`config.mk`:
```
export PLATFORM = sky130hd
export DESIGN_NAME = des_perm_pipe
export DESIGN_NICKNAME = d
export VERILOG_FILES = /design/src/rtl/des_perm_pipe.sv
export SDC_FILE = /design/constraint.sdc
export NUM_CORES = 1
export LEC_CHECK = 0
export BUFFER_PORTS_ARGS = -buffer_cell sky130_fd_sc_hd__buf_2
export CORE_UTILIZATION = 40
export CTS_CLUSTER_SIZE = 25
export DETAILED_ROUTE_END_ITERATION = 8
export PLACE_DENSITY_LB_ADDON = 0.05
export RECOVER_POWER = 25
export SLEW_MARGIN = 20
export SYNTH_ARGS = -nofsm -noshare
export SYNTH_HDL_FRONTEND = slang
export SYNTH_SLANG_ARGS = --single-unit
```
`constraint.sdc`:
```
create_clock -name clk -period 3.8 [get_ports clk]
set_input_delay 0.57 -clock clk [delete_from_list [all_inputs] [get_ports clk]]
set_output_delay 0.57 -clock clk [all_outputs]
set_load 0.03 [all_outputs]
```
`src/rtl/des_perm_pipe.sv`:
```
// Pipelined DES IP/FP bit-permutation engine: LANES 64-bit blocks per beat,
// STAGES register stages with a combinational valid/ready accept chain.
module des_perm_pipe #(
    parameter int LANES  = 1,
    parameter int STAGES = 2
) (
    input  logic                  clk,
    input  logic                  rst_n,
    input  logic                  in_valid,
    output logic                  in_ready,
    input  logic                  in_mode,
    input  logic [64*LANES-1:0]   in_data,
    output logic                  out_valid,
    input  logic                  out_ready,
    output logic                  out_mode,
    output logic [64*LANES-1:0]   out_data,
    output logic [32*LANES-1:0]   out_lo,
    output logic [32*LANES-1:0]   out_ro,
    output logic                  busy
);

    localparam int W = 64 * LANES;

    // DES bit n (1-based) sits at vector index 64-n. IP source bits follow two
    // interleaved descending columns: even bits in rows 0-3, odd in rows 4-7.
    function automatic logic [63:0] des_perm(input logic [63:0] x, input logic inv);
        logic [63:0] y;
        int          row;
        int          col;
        int          src;
        y = '0;
        for (int i = 0; i < 64; i++) begin
            row = i / 8;
            col = i % 8;
            src = (row < 4) ? (58 + 2 * row - 8 * col) : (57 + 2 * (row - 4) - 8 * col);
            if (inv) y[64 - src] = x[63 - i];
            else     y[63 - i]   = x[64 - src];
        end
        return y;
    endfunction

    logic [W-1:0]      perm_d;
    logic [W-1:0]      data_q [STAGES];
    logic [STAGES-1:0] mode_q;
    logic [STAGES-1:0] v_q;
    logic [STAGES-1:0] acc;

    always_comb begin
        perm_d = '0;
        for (int k = 0; k < LANES; k++) begin
            perm_d[64*k +: 64] = des_perm(in_data[64*k +: 64], in_mode);
        end
    end

    // A stage accepts when empty or when the stage below it is moving.
    always_comb begin
        acc = '0;
        acc[STAGES-1] = !v_q[STAGES-1] || out_ready;
        for (int s = STAGES - 2; s >= 0; s--) begin
            acc[s] = !v_q[s] || acc[s+1];
        end
    end

    always_ff @(posedge clk or negedge rst_n) begin
        if (!rst_n) begin
            v_q    <= '0;
            mode_q <= '0;
            // NOTE: data registers are reset too, since out_data must read 0 in reset.
            for (int s = 0; s < STAGES; s++) begin
                data_q[s] <= '0;
            end
        end else begin
            if (acc[0]) begin
                v_q[0] <= in_valid;
                if (in_valid) begin
                    data_q[0] <= perm_d;
                    mode_q[0] <= in_mode;
                end
            end
            for (int s = 1; s < STAGES; s++) begin
                if (acc[s]) begin
                    v_q[s] <= v_q[s-1];
                    if (v_q[s-1]) begin
                        data_q[s] <= data_q[s-1];
                        mode_q[s] <= mode_q[s-1];
                    end
                end
            end
        end
    end

    always_comb begin
        in_ready  = acc[0];
        out_valid = v_q[STAGES-1];
        out_mode  = mode_q[STAGES-1];
        out_data  = data_q[STAGES-1];
        busy      = |v_q;
        out_lo    = '0;
        out_ro    = '0;
        for (int k = 0; k < LANES; k++) begin
            out_lo[32*k +: 32] = data_q[STAGES-1][64*k + 32 +: 32];
            out_ro[32*k +: 32] = data_q[STAGES-1][64*k +: 32];
        end
    end

endmodule

```
# Yosys cells after proc, flatten, opt, wreduce, memory -nomap -nowiden
# Index checks and enable logic that the tools add are counted.
[word_totals]
ff_bits = 132
out_inout_bits = 132
inputBits = 69
word_cells = 73
[op_classes]
mux = 60
reduce_logical = 7
[op_table]
columns = ["op", "n"]
rows = [
  ["two-way mux 1 bit", 60],
  ["AND reduction 2 bit", 2],
  ["logical NOT 1 bit", 2],
  ["logical OR 1 bit", 2],
  ["OR reduction 2 bit", 1],
]

# Depth between registers and ports, before layout
[depth]
word_depth = 4
ltp_mapped = 5
ltp_nobuf = 3

# Least setup slack after synthesis
# No wires, ideal clock.
[synth_timing]
path_type = "input to output"
startpoint = "in out_ready"
endpoint = "out in_ready"
arrival_time_ns = 1.170
setup_slack_ns = 2.060
n_path_buf = 2
required_time_ns = 3.230
stages = 3
path_cell_list = "nand3b_1 buf_4 buf_4"
[synth_between]
elab_chain_cells = 2
[synth_lines]
columns = ["element", "line", "rtl"]
rows = [
  ["start, declared", "14", "input logic out_ready,"],
  ["logical OR 1 bit", "58", "acc[STAGES-1] = !v_q[STAGES-1] || out_ready;"],
  ["logical OR 1 bit", "60", "acc[s] = !v_q[s] || acc[s+1];"],
  ["end, declared", "10", "output logic in_ready,"],
]
# Every way passes these cells.

==> key figures <==
Run status
  – Status: finished, violations left
  – Violated checks: max-capacitance violations, max-slew violations

Min path
  – Worst Hold Class: input pin to flop

Floorplan
  – FP Rows: 47
  – Initial core utilization: 41.10%
  – Die ar.: 17,560 µm²
  – Die width: 132.5 µm
  – Die H: 132.5 µm
  – Placeable Area: 16,580 µm²
  – I/O pins: 201

Clock network
  – CTS buffer count: 17
  – Cts repair resizes: 0
  – Root Buffer: clkbuf_16
  – Clk_lat worst skew: 0.41 ns
  – Post-CTS setup buffers: 0
  – Deepest clock path buffer count: 2
  – CTS tree: done
  – Clk pin slew, worst setup/hold paths: 0.06 ns
  – Clock Sinks: 132
  – Hold-fix buffers at CTS: 0
  – H-tree depth: 4

Timing
  – Setup TNS: 0 ns
  – Final min period: 2.277 ns
  – Number of max-slew violations in the final report: 92
  – Fin crit share: 59.91%
  – Post-Route Skew: 0.008469 ns
  – Final hold slack: 0.3938 ns
  – Slew at the pin closest to its max-slew limit: 2.383 ns
  – F_max: 439.2 MHz
  – # setup viols final: 0
  – RSZ-0062 raised after global routing: false
  – Final Hold Fails: 0
  – Relative slew margins: -58.88%

Route
  – Wire per inst: 16.71 µm
  – DRC: 0
  – Initial drt markers: 207
  – Vias/cell: 4.866
  – Pre-antenna DRT Iters: 4
  – Drt total wl: 14,120 µm
  – Post-route ant nets: 0
  – Via count: 4,112

Yosys
  – Post-synthesis register bit count: 132
  – Sequential area share after synthesis: 48.47%
  – Yosys warnings: 0
  – Syn nets: 627
  – Count of cell types in the netlist: 15
  – Mapped Cells: 558
  – Area contributors post-synth: dfrtp_1 (48%), buf_4 (14%), mux2_4 (11%)
  – Top-area cell type share of the netlist area: 48.47%
  – Synthesized area: 6815 µm²
  – Synth area leader: dfrtp_1
  – Avg Synthesized Cell Area: 12.21 µm²

GRT
  – Gr usage total: 16.48%
  – Initial antenna violation count: 0
  – Largest net degree at the start of global routing: 93
  – GRT overflow: 0
  – Vias in the first global route: 3,827
  – Global-route wire length before repair: 22,050 µm

Final layout
  – Layout net count: 682
  – Post-route cell area: 7571 µm²
  – Most frequent cells in the layout: buf_2 (197), dfrtp_1 (132), mux2i_1 (60), a21oi_1 (60), a31oi_1 (60)
  – Filler Cell Count: 1,579
  – Area growth syn-to-layout: 11.09%
  – Commonest non-fill, non-tap cell in the layout: buf_2
  – Share of cells above drive strength 1: 49.12%
  – Antenna Diode Count: 0

Placed design
  – GPL Wtd Cong: 0.7073
  – I/O Buffers: 200
  – HPWL after detailed placement: 9260 µm
  – Post-Place Cell Area: 6953 µm²

Worst setup path
  – Critical Path End Type: async pin
  – Startpoint types: input pin
  – Critical path's top delay family: buffers and inverters
  – Max incr delay on CP: 1.66 ns
  – Buf/Inv on CP: 1
  – Slowest-stage cell, CP: clkbuf_2
  – Crit path kind: input pin to async pin
  – Worst path cell trace: clkbuf_2
  – Worst EP required: 3.82 ns
  – Critical path peak fanout: 92
  – Crit path DAT: 2.30 ns

Power and ir drop
  – P per Cell Area: 710.0 nW/µm²
  – Max IR drop VDD: 0.0003177 V
  – P_leak: 3.582 nW

Job
  – Max Cap Viol: 1
## routing by layer
layer	global-route usage (%)	vias to the layer above	routed length [µm]
met2	22.66	131	5998
met3	3.295	14	601
met4	5.939	0	174
met1	25.31	1991	7344
li1	-	1976	-
met5	0	-	0
## state kept, by name, summed over array words and instances (netlist names)
register,count
data_q,64
out_data,64
mode_q,2
v_q,2
## stage by stage
| stage | setup slack (ns) | total power, mW | std cells | utilization [%] |
|---|---|---|---|---|
| 6_report | 1.523 | 5.375 | 845 | 45.65 |
| 5_1_grt | 1.054 | 5.622 | 845 | 45.65 |
| 4_1_cts | 1.889 | 5.446 | 845 | 45.69 |
| 3_5_place_dp | 1.542 | 3.689 | 814 | 41.93 |
| 3_3_place_gp | 1.539 | 3.680 | 814 | 41.93 |
| 2_1_floorplan | 2.060 | 3.664 | 558 | - |
## layout make-up
class / instances / area (µm²) / share of cell area, %
timing repair buffer: 205 / 1069 / 14.11
sequential: 132 / 3303 / 43.63
clock buffer: 19 / 442.9 / 5.850
clock inverter: 12 / 181.4 / 2.396
multi-input combinational: 257 / 2300 / 30.38
tap: 220 / 275.3 / 3.636
## kinds of logic (layout without fill, tap and decap cells)
kind of cell | after synthesis | in the layout | share of synthesized area, %
buffers and inverters | 169 | 236 | 17.90
flip-flops | 132 | 132 | 48.47
multiplexers | 130 | 130 | 23.13
AO/OA/AOI/OAI | 120 | 120 | 9.914
AND/OR/NAND/NOR | 7 | 7 | 0.5876
## worst paths after layout
check                                 start  slack (ns)  cells after the start            to
worst max-delay path                  rst_n        1.52                      1  out_data[49]
worst min-delay path            in_data[45]        0.39                      2    data_q[82]
worst max register to register       v_q[1]        1.90                      4     mode_q[1]
worst min register to register   data_q[85]        0.50                      1  out_data[21]
max in group clk                     v_q[1]        1.90                      4     mode_q[1]
min in group asynchronous             rst_n        0.89                      1  out_data[17]
## power by group
part           leakage (nW)  switching (mW)  total, mW  internal, mW
Sequential             1.46           0.217       1.91          1.70
Clock                 0.291           0.615       1.73          1.11
Combinational          1.83            1.13       1.74         0.605
Total                  3.58            1.96       5.38          3.41
## Yosys cell counts
cell      count
a21oi_1      60
a31oi_1      60
buf_2        18
buf_4       130
buf_6         4
buf_8         4
clkbuf_1     13
dfrtp_1     132
mux2_2       20
mux2_4       50
mux2i_1      60
nand2_1       2
nand2b_1      3
nand3b_1      1
or2_2         1
No activity file was read; power rests on OpenSTA's default activity.
